--- src/rtl/spi_device_pkg.sv ---
// Shared definitions for the SPI responder: frame width, bit counter and FSM states.
// Latency: n/a (definitions only).
// Backpressure: n/a.
package spi_device_pkg;

  localparam int unsigned SpiByteW = 8;
  localparam int unsigned BitCntW  = $clog2(SpiByteW);

  // Counter value at the last bit of a byte; the next rising strobe completes it.
  localparam logic [BitCntW-1:0] BitCntMax = BitCntW'(SpiByteW - 1);

  typedef enum logic {
    IDLE  = 1'b0,
    SHIFT = 1'b1
  } state_e;

endpackage

--- src/rtl/spi_device_sync.sv ---
// Two-flop synchroniser for one asynchronous input, with a selectable reset level.
// Latency: 2 clk_i cycles from pin to q_o.
// Backpressure: none.
//
// Ports: clk_i/rst_ni clock and async active-low reset; d_i asynchronous input;
//        q_o synchronised output.
module spi_device_sync #(
  parameter logic ResetVal = 1'b0
) (
  input  logic clk_i,
  input  logic rst_ni,
  input  logic d_i,
  output logic q_o
);

  logic meta_q;
  logic sync_q;

  always_ff @(posedge clk_i or negedge rst_ni) begin
    if (!rst_ni) begin
      meta_q <= ResetVal;
      sync_q <= ResetVal;
    end else begin
      meta_q <= d_i;
      sync_q <= meta_q;
    end
  end

  assign q_o = sync_q;

endmodule

--- src/rtl/spi_device.sv ---
// SPI mode-0 responder, MSB first, 8-bit frames, oversampled on clk_sys_i.
// Latency: MOSI sampled 3 cycles after pin SCK rise, MISO moves 4 cycles after SCK/CS_n fall.
// Backpressure: TX port is ready/valid with a one-byte buffer; RX has none (pulse only).
//
// Ports: clk_sys_i/rst_sys_ni clock and async active-low reset;
//        spi_sck_i, spi_cs_ni, spi_mosi_i asynchronous host lines; spi_miso_o registered data;
//        rx_data_o/rx_valid_o received byte and its one-cycle strobe;
//        tx_data_i/tx_valid_i/tx_ready_o TX buffer handshake; tx_underrun_o idle-byte load pulse.
module spi_device
  import spi_device_pkg::*;
#(
  parameter int unsigned         IdleTimeout = 256,
  parameter logic [SpiByteW-1:0] TxIdleByte  = 8'hFF
) (
  input  logic                clk_sys_i,
  input  logic                rst_sys_ni,
  input  logic                spi_sck_i,
  input  logic                spi_cs_ni,
  input  logic                spi_mosi_i,
  output logic                spi_miso_o,
  output logic [SpiByteW-1:0] rx_data_o,
  output logic                rx_valid_o,
  input  logic [SpiByteW-1:0] tx_data_i,
  input  logic                tx_valid_i,
  output logic                tx_ready_o,
  output logic                tx_underrun_o
);

  localparam int unsigned           IdleCntW = $clog2(IdleTimeout + 1);
  localparam logic [IdleCntW-1:0]   IdleMax  = IdleCntW'(IdleTimeout);
  localparam logic [IdleCntW-1:0]   IdleLast = IdleCntW'(IdleTimeout - 1);

  logic sck_sync, cs_sync, mosi_sync;

  spi_device_sync #(.ResetVal(1'b0)) u_sync_sck (
    .clk_i(clk_sys_i), .rst_ni(rst_sys_ni), .d_i(spi_sck_i), .q_o(sck_sync)
  );
  spi_device_sync #(.ResetVal(1'b1)) u_sync_cs (
    .clk_i(clk_sys_i), .rst_ni(rst_sys_ni), .d_i(spi_cs_ni), .q_o(cs_sync)
  );
  spi_device_sync #(.ResetVal(1'b0)) u_sync_mosi (
    .clk_i(clk_sys_i), .rst_ni(rst_sys_ni), .d_i(spi_mosi_i), .q_o(mosi_sync)
  );

  state_e               state_q, state_d;
  logic                 sck_q, cs_q;
  logic [BitCntW-1:0]   bit_cnt_q, bit_cnt_d;
  logic [SpiByteW-1:0]  rx_shift_q, rx_shift_d;
  logic [SpiByteW-1:0]  tx_shift_q, tx_shift_d;
  logic [SpiByteW-1:0]  rx_data_q, rx_data_d;
  logic [SpiByteW-1:0]  buf_q, buf_d;
  logic                 buf_full_q, buf_full_d;
  logic                 load_pend_q, load_pend_d;
  logic                 rx_done_q, rx_done_d;
  logic                 rx_valid_q, rx_valid_d;
  logic                 underrun_q, underrun_d;
  logic                 miso_q, miso_d;
  logic [IdleCntW-1:0]  idle_cnt_q, idle_cnt_d;

  logic sck_rise, sck_fall, cs_fall, cs_rise, activity, idle_expire, frame_load, tx_load;

  assign sck_rise    = sck_sync & ~sck_q;
  assign sck_fall    = ~sck_sync & sck_q;
  assign cs_fall     = ~cs_sync & cs_q;
  assign cs_rise     = cs_sync & ~cs_q;
  assign activity    = sck_rise | sck_fall | cs_fall | cs_rise;
  // Fires only on the step into saturation, so once per idle period.
  assign idle_expire = ~activity && (idle_cnt_q == IdleLast);
  assign frame_load  = cs_fall | idle_expire;

  always_comb begin
    state_d     = state_q;
    bit_cnt_d   = bit_cnt_q;
    rx_shift_d  = rx_shift_q;
    tx_shift_d  = tx_shift_q;
    load_pend_d = load_pend_q;
    buf_d       = buf_q;
    buf_full_d  = buf_full_q;
    rx_done_d   = 1'b0;
    underrun_d  = 1'b0;
    tx_load     = 1'b0;
    // rx_data/rx_valid trail rx_done by a cycle; MISO trails tx_shift by a cycle.
    rx_valid_d  = rx_done_q;
    rx_data_d   = rx_done_q ? rx_shift_q : rx_data_q;
    miso_d      = tx_shift_q[SpiByteW-1];

    if (activity) begin
      idle_cnt_d = '0;
    end else if (idle_cnt_q != IdleMax) begin
      idle_cnt_d = idle_cnt_q + IdleCntW'(1);
    end else begin
      idle_cnt_d = idle_cnt_q;
    end

    if (frame_load) begin
      state_d     = IDLE;
      bit_cnt_d   = '0;
      load_pend_d = 1'b0;
      tx_load     = 1'b1;
    end else if (cs_rise) begin
      // Deselect mid-byte: drop partial RX bits and the rest of the TX byte.
      state_d     = IDLE;
      bit_cnt_d   = '0;
      load_pend_d = 1'b0;
    end else if (sck_rise && !cs_sync) begin
      state_d    = SHIFT;
      rx_shift_d = {rx_shift_q[SpiByteW-2:0], mosi_sync};
      bit_cnt_d  = bit_cnt_q + BitCntW'(1);
      if (bit_cnt_q == BitCntMax) begin
        rx_done_d   = 1'b1;
        load_pend_d = 1'b1;  // next falling edge loads the following TX byte
      end
    end else if (sck_fall && !cs_sync && (state_q == SHIFT)) begin
      if (load_pend_q) begin
        load_pend_d = 1'b0;
        tx_load     = 1'b1;
      end else begin
        tx_shift_d = {tx_shift_q[SpiByteW-2:0], 1'b0};
      end
    end

    if (tx_load) begin
      if (buf_full_q) begin
        tx_shift_d = buf_q;
        buf_full_d = 1'b0;
      end else begin
        tx_shift_d = TxIdleByte;
        underrun_d = 1'b1;
      end
    end

    // Only accepted while empty, so it can never collide with a consume.
    if (tx_valid_i && !buf_full_q) begin
      buf_d      = tx_data_i;
      buf_full_d = 1'b1;
    end
  end

  always_ff @(posedge clk_sys_i or negedge rst_sys_ni) begin
    if (!rst_sys_ni) begin
      state_q     <= IDLE;
      sck_q       <= 1'b0;
      cs_q        <= 1'b1;
      bit_cnt_q   <= '0;
      rx_shift_q  <= '0;
      tx_shift_q  <= TxIdleByte;
      rx_data_q   <= '0;
      buf_q       <= '0;
      buf_full_q  <= 1'b0;
      load_pend_q <= 1'b0;
      rx_done_q   <= 1'b0;
      rx_valid_q  <= 1'b0;
      underrun_q  <= 1'b0;
      miso_q      <= TxIdleByte[SpiByteW-1];
      idle_cnt_q  <= '0;
    end else begin
      state_q     <= state_d;
      sck_q       <= sck_sync;
      cs_q        <= cs_sync;
      bit_cnt_q   <= bit_cnt_d;
      rx_shift_q  <= rx_shift_d;
      tx_shift_q  <= tx_shift_d;
      rx_data_q   <= rx_data_d;
      buf_q       <= buf_d;
      buf_full_q  <= buf_full_d;
      load_pend_q <= load_pend_d;
      rx_done_q   <= rx_done_d;
      rx_valid_q  <= rx_valid_d;
      underrun_q  <= underrun_d;
      miso_q      <= miso_d;
      idle_cnt_q  <= idle_cnt_d;
    end
  end

  assign spi_miso_o    = miso_q;
  assign rx_data_o     = rx_data_q;
  assign rx_valid_o    = rx_valid_q;
  assign tx_ready_o    = ~buf_full_q;
  assign tx_underrun_o = underrun_q;

endmodule

--- config.mk ---
export PLATFORM = sky130hd
export DESIGN_NAME = spi_device
export DESIGN_NICKNAME = d
export VERILOG_FILES = /design/src/rtl/spi_device_pkg.sv /design/src/rtl/spi_device_sync.sv /design/src/rtl/spi_device.sv
export SDC_FILE = /design/constraint.sdc
export NUM_CORES = 1
export LEC_CHECK = 0
export ABC_AREA = 1
export CAP_MARGIN = 20
export CORE_ASPECT_RATIO = 1.4
export CORE_MARGIN = 4
export CORE_UTILIZATION = 56
export CTS_CLUSTER_DIAMETER = 200
export DETAILED_ROUTE_END_ITERATION = 12
export PLACE_DENSITY = 0.89
export SLEW_MARGIN = 20
export SYNTH_ARGS = -nofsm -noshare
export SYNTH_HDL_FRONTEND = slang
export SYNTH_HIERARCHICAL = 1
export SYNTH_SLANG_ARGS = --single-unit
--- constraint.sdc ---
create_clock -name clk_sys_i -period 2.2 [get_ports clk_sys_i]
set_clock_uncertainty 0.1 [all_clocks]
set_input_delay 0.22 -clock clk_sys_i [delete_from_list [all_inputs] [get_ports clk_sys_i]]
set_output_delay 0.22 -clock clk_sys_i [all_outputs]
set_load 0.02 [all_outputs]
== Yosys cells after proc, flatten, opt, wreduce, memory -nomap -nowiden ==
Index checks and enable logic that the tools add are counted.
W data, S select, Z words.

* Flip-flop bits (word level): 59
* Input port bits: 14
* Output and inout port bits: 12
* Word-level logic and storage cells: 95

* Add/subtract/negate cells: 2
* Equal/unequal tests: 8
* Muxes and demuxes: 33
* Bitwise operators: 16
* Reductions and logical operators: 15

{| class="wikitable"
|+ Operators by type and width
! operator !! number
|-
| $mux W8 || 7
|-
| $mux W1 || 21
|-
| $mux W9 || 2
|-
| $add A9 B1 Y9 const B || 1
|-
| $eq A9 B8 Y1 const B || 1
|-
| $mux W3 || 3
|-
| $ne A9 B9 Y1 const B || 1
|-
| $not A1 Y1 || 8
|-
| $ne A2 B1 Y1 const B || 3
|-
| $reduce_bool A2 Y1 || 3
|-
| $logic_and A1 B1 Y1 || 5
|-
| $reduce_and A5 Y1 || 1
|-
| $and A1 B1 Y1 || 4
|-
| $ne A4 B3 Y1 const B || 1
|-
| $or A1 B1 Y1 || 4
|-
| $reduce_bool A4 Y1 || 1
|-
| $add A3 B1 Y3 const B || 1
|-
| $eq A3 B3 Y1 const B || 1
|-
| $reduce_and A3 Y1 || 1
|-
| $reduce_bool A3 Y1 || 1
|-
| $logic_not A1 Y1 || 2
|-
| $ne A2 B2 Y1 const B || 1
|-
| $reduce_and A2 Y1 || 1
|}

== Depth between registers and ports, before layout ==
Gate-level depths: netlist (run 1).

* Word-level depth: 11
* Mapped depth: 13
* Gate-level depth less buffers: 12

== Cells and area by module ==
The synthesis (run 1) kept the hierarchy.

{| class="wikitable"
|+ Modules (own cells, without submodules)
! module !! times used !! cells an instance !! area each (µm²) !! sequential area each (µm²)
|-
| spi_device || 1 || 244 || 2388.5 || 1338.8
|-
| spi_device_sync at u_sync_mosi ... || 2 || 2 || 50.0 || 50.0
|-
| spi_device_sync at u_sync_cs || 1 || 2 || 52.6 || 52.6
|}

== Worst setup path after synthesis (run 1) ==
Ideal clock, no wire load.

* Kind: register to register
* Start: reg idle_cnt_q[0]
* End: reg bit_cnt_q[1]
* Library setup time: 116 ps
* Arrival time: 1683 ps
* Data required time: 1984 ps
* Slack: 301 ps
* Stages on the path, launching flop included: 13
* Path buffers: 1
* Period minus slack after synthesis: 1899 ps
* Path through: dfrtp_1 -> ha_1 -> nand3_1 -> nor2_1 -> nand3_1 -> nor2_1 -> ha_1 -> nand3_4 -> nand2_2 -> inv_4 -> buf_2 -> nand3_1 -> nand2_1

* Word-level cells in the longest chain between the ends: 4
* Elaborated cells on any way between the ends: 5
* Classes of those cells: eq/ne (1); mux (1); bitwise (1); reduce/logical (2)

{| class="wikitable"
|+ Ends and longest elaborated chain
! item !! line !! RTL
|-
| start, declared || spi_device.sv:58 || <nowiki>logic [IdleCntW-1:0] idle_cnt_q, idle_cnt_d;</nowiki>
|-
| start signal, assigned || spi_device.sv:171 || <nowiki>idle_cnt_q <= idle_cnt_d;</nowiki>
|-
| $eq A9 B8 Y1 (*) || spi_device.sv:68 || <nowiki>assign idle_expire = ~activity && (idle_cnt_q == IdleLast);</nowiki>
|-
| $logic_and A1 B1 Y1 (*) || spi_device.sv:68 ||
|-
| $or A1 B1 Y1 (*) || spi_device.sv:69 || <nowiki>assign frame_load = cs_fall | idle_expire;</nowiki>
|-
| $reduce_bool A3 Y1 (no source line) / $mux W3 (equally long branches) || -- ||
|-
| end signal, assigned || spi_device.sv:160 || <nowiki>bit_cnt_q <= bit_cnt_d;</nowiki>
|-
| end, declared || spi_device.sv:47 || <nowiki>logic [BitCntW-1:0] bit_cnt_q, bit_cnt_d;</nowiki>
|}

Every way passes the cells marked *; elsewhere a longest branch is shown, timed or not.
A chain may end at the register's enable or synchronous reset.

== Worst setup path after layout (run 1) ==
* Start: reg idle_cnt_q[1]
* End: reg tx_shift_q[5]

* Word-level cells in the longest chain between the ends: 6
* Elaborated cells on any way between the ends: 11
* Classes of those cells: eq/ne (5); mux (2); bitwise (1); reduce/logical (3)

{| class="wikitable"
|+ Ends and longest elaborated chain
! item !! line !! RTL
|-
| $eq A9 B8 Y1 (*) || spi_device.sv:68 ||
|-
| $logic_and A1 B1 Y1 (*) || spi_device.sv:68 ||
|-
| $or A1 B1 Y1 (*) || spi_device.sv:69 ||
|-
| $mux W1 || spi_device.sv:95 || <nowiki>if (frame_load) begin</nowiki>
|-
| $ne A2 B2 Y1 (no source line), or another cell as far along || -- ||
|-
| $reduce_and A5 Y1 (no source line) || -- ||
|-
| end signal, assigned || spi_device.sv:146 || <nowiki>tx_shift_q <= TxIdleByte;</nowiki>
|-
| end signal, assigned || spi_device.sv:162 || <nowiki>tx_shift_q <= tx_shift_d;</nowiki>
|-
| end, declared || spi_device.sv:49 || <nowiki>logic [SpiByteW-1:0] tx_shift_q, tx_shift_d;</nowiki>
|}

Marked as above.

==> impl_results.md, run 1 <==
* Share of synthesized flip-flops with an asynchronous set or reset at 1.00
* Synth Warn # at 6
* CP Launch Type: register
* 1st-iter DRT viols at 61
* Total power at 2.84 mW
* Mapped Nets at 271
* Root Driver: clkbuf_8
* Clk sinks at 59
* Final setup fails at 0
* Fillers at 298
* CTS Buf Count at 9
* Max Freq at 488 MHz
* Die footprint at 5690 µm²
* PortBufs at 25
* Worst-path clk slew at 70 ps
* Avg Inst Size Synth at 10.2 µm²
* Diode count at 0
* Sequential element share of the synthesized area at 0.587
* DIE WIDTH at 64.9 µm
* Worst min path class: input pin to register
* 1st-pass router iterations at 4
* DR vias/cell at 5.21
* Max_cap viols at 0
* Mapped Cells at 250
* DR WL met2 at 2490 µm
* Total I/O pin count at 26
* DRC at 0
* Final Hold Fails at 0
* VDD IR max at 0.736 mV
* Total Routed Length at 4650 µm
* CTS tree: built
* #FFs+latches synth at 59
* Wire per inst at 13.2 µm
* Post-synth top cells: 49 x nand2_1, 47 x dfrtp_1, 31 x nand3_1
* Tot GR Track Use at 0.189
* Top post-synthesis cells by area: dfrtp_1 46%, dfstp_2 12%, nand2_1 7.2%, mux2_2 6.6%, nand3_1 6.1%
* Outcome: finished clean
* Post-layout util at 0.732
* Leak Pwr at 1.54 nW
* Cell Pwr Density at 900 nW/µm²
* H-tree lvl count at 3
* CP Capture Type: register
* Fin crit period at 2050 ps
* Synth area leader: dfrtp_1
* Post-synth top area share at 0.463
* Total Negative Setup Slacks at 0 ps
* Share of cells above drive strength 1 at 0.229
* Via count at 1834
* Area delta synth->final at 24.2%
* Crit Path Category: register to register
* Register-to-register setup slack at 150 ps
* Antenna viol nets, final at 0
* Slew Limit Fails at 0
* Post-synth EDFFs at 0
* Top fanout value on the critical path at 9
* CORE AREA at 4310 µm²
* Synth cell types at 27
* Vias in the first global route at 1836
* CTS Buffer Depth at 2
* Total congestion overflow at 0
* Worst slew pin tran at 576 ps
* Dpl hpwl at 3160 µm
* Die height at 87.7 µm
* Skew-Pair Late Insertion Delay at 340 ps
* Ys flop type: dfrtp_1
* Gpl congestion at 0.842
* Met1 WL at 1840 µm
* First-pass GRT wire length at 7950 µm
* Largest net degree at the start of global routing at 36
* Metal3 WL at 174 µm
* Post-Syn Area at 2540 µm²
* Worst endpoint data arrival time at 2210 ps
* Starting density of the core at 0.590
* FP Rows at 28
* Final worst-path cycle share at 0.932
* Rel. slew slack at 0.616
* Nets at 308
* Uppermost layer routed: met4
* Antenna violations before repair at 0
* CP required at 2360 ps
* Most frequent cell after synthesis: nand2_1
## worst max-delay path, stage by stage, from the launching register on
cell,delay [ps]
dfrtp_1,380
ha_2,210
nand3_2,130
nor2_4,130
nand3_1,90
nor2_1,120
ha_2,200
nand3_4,80
buf_4,180
nand3_4,130
nand2_1,70
nand3_1,80
nand2_1,60
## per-layer routing
layer,GRT usage,vias up
met4,0.125,0
li1,-,890
met5,0,-
met1,0.207,886
met3,0.0513,14
met2,0.320,44
## state kept, by name (all words and copies together), names as in the netlist, 3 cells and up
signal / flops
buf_q: 8
idle_cnt_q: 9
bit_cnt_q: 3
tx_shift_q: 8
rx_shift_q: 8
rx_data_o: 8
## area by class of cell
| class | count | area, µm² | share of cell area |
|---|---|---|---|
| clock buffers | 12 | 155 | 0.0492 |
| clock inverters | 4 | 72.6 | 0.0230 |
| inverters | 27 | 104 | 0.0329 |
| multi-input cells | 158 | 945 | 0.299 |
| flip-flops and latches | 59 | 1490 | 0.473 |
| well taps | 60 | 75.1 | 0.0238 |
| repair buffers | 32 | 313 | 0.0991 |
## power breakdown
part	switching, mW	leakage, nW	internal, mW
Clock	0.408	0.113	0.698
Combinational	0.205	0.688	0.176
Sequential	0.0866	0.739	1.27
## cell families after synthesis
group           count (synthesis)  synth area share
simple gates                  119             0.219
flops                          59             0.587
buf+inv                        33            0.0552
compound gates                 15            0.0310
mux                            15            0.0665
fa+ha+maj                       7            0.0345
xor+xnor                        2           0.00689
## what timing repair did
| action | 4_1_cts | 5_1_grt |
|---|---|---|
| endpoints found under the setup margin | 0 | 19 |
| setup buffers | 0 | 3 |
| gates resized for setup | 0 | 8 |
| hold buffers | 1 | 0 |
| hold endpoints to repair | 21 | 0 |
## metrics by stage
stage	setup WS, ps	cells	hold WS [ps]	area (µm²)
floorplan	301	250	-176	2540
global route	-10.2	352	168	3160
CTS	70.3	349	164	3100
finish	149	352	185	3160
global placement	194	332	146	2860
detailed placement	113	332	152	2860
## worst paths after layout
check	start	to	cells past startpoint
max	idle_cnt_q[1]$_DFFE_PN0P_	tx_shift_q[5]$_DFFE_PN1P_	12
min	spi_cs_ni	u_sync_cs/meta_q$_DFF_PN1_	1
max reg2reg	idle_cnt_q[1]$_DFFE_PN0P_	tx_shift_q[5]$_DFFE_PN1P_	12
min reg2reg	u_sync_sck/meta_q$_DFF_PN0_	u_sync_sck/q_o$_DFF_PN0_	0
max in group asynchronous	rst_sys_ni	tx_shift_q[0]$_DFFE_PN1P_	3
min in group asynchronous	rst_sys_ni	u_sync_sck/meta_q$_DFF_PN0_	2
## cell usage in the layout (no fill, tap or decap), drive strengths merged
cell type       n
a21oi           8
buf             7
dfrtp          47
nand3          35
clkinv          1
mux2           15
clkinvlp        1
clkdlybuf4s50  24
inv            27
or2             1
nand2          53
ha              7
bufinv          2
xor2            1
nand4           7
xnor2           1
o21ai           7
nor2           20
dlygate4sd3     1
clkbuf         12
dfstp          12
nor3            3
No activity file was read; power rests on OpenSTA's default activity.
==> inputs of run 2 (changes only) <==
Settings changed: CORE_ASPECT_RATIO 1.4 to 1.5.
==> run 2 against run 1 <==
Utilization is 0.76 points lower. Hold slack worse by 1.8 ps. Non-clock buffer count unchanged. First-iteration DRC count increased by 3.3%. Combinational power is 2% lower. Clock power down 5%. Total power down 1.7%. Largest cell class unchanged. Die area grew 0.13%. Fmax decreased by 0.37%. Clock-buffer cell count down 3. Routed wire length fell by 1.2%.
==> impl_results.md, run 2 (synthesis gave the netlist of run 1 again) <==
* PortBufs at 25 (unchanged)
* Vias in the first global route at 1804 (was 1836)
* VDD IR max at 0.856 mV (was 0.736 mV)
* Die footprint at 5700 µm² (was 5690 µm²)
* Commonest non-fill, non-tap cell in the layout: nand2_1 (unchanged)
* DR vias/cell at 5.36 (was 5.21)
* Antenna violations before repair at 0 (unchanged)
* Max_cap viols at 0 (unchanged)
* Clk pwr share at 0.381 (was 0.389)
* R2r worst-path depth at 11 (was 12)
* Worst min path class: input pin to register (unchanged)
* Fillers at 296 (was 298)
* Worst slew pin tran at 568 ps (was 576 ps)
* Largest register FFs at 9 (unchanged)
* Cell Pwr Density at 892 nW/µm² (was 900 nW/µm²)
* Post-layout util at 0.725 (was 0.732)
* DIE WIDTH at 63 µm (was 64.9 µm)
* Cell-internal power at 2.07 mW (was 2.14 mW)
* Largest net degree at the start of global routing at 36 (unchanged)
* Gpl congestion at 0.808 (was 0.842)
* Skew-Pair Late Insertion Delay at 340 ps (about the same)
* Final worst-path cycle share at 0.936 (was 0.932)
* Leak Pwr at 1.55 nW (was 1.54 nW)
* CTS Buffer Depth at 2 (unchanged)
* Root Driver: clkbuf_8 (unchanged)
* Top reg by flops: idle_cnt_q (unchanged)
* Total I/O pin count at 26 (unchanged)
* CTS Buf Count at 9 (unchanged)
* Final WS setup at 142 ps (was 149 ps)
* Top fanout value on the critical path at 9 (unchanged)
* CP Capture Type: register (unchanged)
* CTS tree: built (unchanged)
* Via count at 1818 (was 1834)
* DRC at 0 (unchanged)
* Dpl hpwl at 3300 µm (was 3160 µm)
* Max Freq at 486 MHz (was 488 MHz)
* Clk sinks at 59 (unchanged)
* Crit Path Category: register to register (unchanged)
* 1st-pass router iterations at 7 (was 4)
* Tot GR Track Use at 0.181 (was 0.189)
* Total congestion overflow at 0 (unchanged)
* Fin area at 3130 µm² (was 3160 µm²)
* Switching power at 0.716 mW (was 0.699 mW)
* Antenna viol nets, final at 0 (unchanged)
* Final Hold Fails at 0 (unchanged)
* Die height at 90.5 µm (was 87.7 µm)
* Worst endpoint data arrival time at 2220 ps (was 2210 ps)
* Starting density of the core at 0.589 (was 0.590)
* Area delta synth->final at 23.1% (was 24.2%)
* Most frequent cells in the layout: 49 x nand2_1, 47 x dfrtp_1, 31 x nand3_1 (was 49 x nand2_1, 47 x dfrtp_1, 30 x nand3_1)
* Fin crit period at 2060 ps (was 2050 ps)
* CP required at 2360 ps (about the same)
* CP Launch Type: register (unchanged)
* FP Rows at 29 (was 28)
* Outcome: finished clean (unchanged)
* Total Routed Length at 4590 µm (was 4650 µm)
* Worst-path clk slew at 60 ps (was 70 ps)
* CORE AREA at 4320 µm² (was 4310 µm²)
* 1st-iter DRT viols at 63 (was 61)
* Post-Place Setup Slack at 98.3 ps (was 113 ps)
* First-pass GRT wire length at 7980 µm (was 7950 µm)
* Cell Area, Placed at 2840 µm² (was 2860 µm²)
* Switching share of power at 0.257 (was 0.246)
* Diode count at 0 (unchanged)
* H-tree lvl count at 3 (unchanged)
* Hold Crit Depth at 1 (unchanged)
* Combinational share of power at 0.134 (about the same)
* Nets at 309 (was 308)
* Share of cells above drive strength 1 at 0.232 (was 0.229)
* Rel. slew slack at 0.621 (was 0.616)
* Wire per inst at 13.6 µm (was 13.2 µm)
* Slew Limit Fails at 0 (unchanged)
* Sequential power share at 0.485 (was 0.477)
* Final setup fails at 0 (unchanged)
==> run 2: cell types whose count changed in the layout (fill, tap and decap cells not counted), sizes merged <==
cell and delta:
inv +1, nand3 +1, clkbuf -3, clkinv +2
==> run 2: layer usage <==
layer  up-vias  GRT usage  wire, µm
met3        11     0.0423       171
met4         0      0.114       114
met2        40      0.307      2470
met1       875      0.199      1840
li1        892          -         -
met5         -          0         0
==> run 2: power by group through the flow <==
stage | clock [mW] | combinational, mW | sequential [mW]
2_1_floorplan | 0 | 0.249 | 1.35
3_3_place_gp | 0 | 0.350 | 1.36
3_5_place_dp | 0 | 0.366 | 1.37
4_1_cts | 1.09 | 0.369 | 1.35
5_1_grt | 1.14 | 0.429 | 1.37
6_report | 1.06 | 0.373 | 1.35
==> run 2: metrics by stage <==
stage          TNS [ps]  total power, mW  hold WS [ps]  std cells
3_3_place_gp          0             1.71           149        318
5_1_grt            -164             2.95           169        339
2_1_floorplan         0             1.60          -176        250
4_1_cts               0             2.81           165        335
6_report              0             2.79           183        339
3_5_place_dp          0             1.74           149        318
==> run 2: what timing repair did <==
item | CTS | global route
resized for setup | 0 | 7
setup buffers | 0 | 3
setup endpoints to repair | 0 | 19
hold endpoints to repair | 20 | 0
hold buffers | 1 | 0
==> run 2: final timing paths <==
kind | to | slack [ps] | from
worst max-delay path | tx_shift_q[0]$_DFFE_PN1P_ | 140 | idle_cnt_q[0]$_DFFE_PN0P_
worst min-delay path | u_sync_cs/meta_q$_DFF_PN1_ | 180 | spi_cs_ni
worst max register to register | tx_shift_q[0]$_DFFE_PN1P_ | 140 | idle_cnt_q[0]$_DFFE_PN0P_
worst min register to register | u_sync_mosi/q_o$_DFF_PN0_ | 250 | u_sync_mosi/meta_q$_DFF_PN0_
max in group asynchronous | tx_shift_q[3]$_DFFE_PN1P_ | 1050 | rst_sys_ni
min in group asynchronous | buf_q[1]$_DFFE_PN0P_ | 310 | rst_sys_ni
==> run 2: cell type report <==
cell class              count  area [µm²]  share of cell area
inverters                  27         104              0.0332
clock buffers               9         124              0.0396
multi-input cells         159         945               0.302
clock inverters             7        91.3              0.0292
flip-flops and latches     59        1490               0.477
well taps                  46        57.6              0.0184
repair buffers             32         317               0.101
==> run 2: worst max-delay path, cell delays in order (launching register included) <==
cell and delay [ps]:
dfrtp_1 390, ha_2 200, nand3_1 130, nor2_2 150
nand3_1 100, nor2_1 140, ha_2 200, nand3_4 90
buf_6 150, nand3_4 100, o21ai_0 110, o21ai_1 110
==> inputs of run 3 (changes only) <==
Settings changed: HOLD_SLACK_MARGIN set to 0.12.
==> results of run 3 <==
The final DEF is identical to that of run 2; final timing and power are the same.
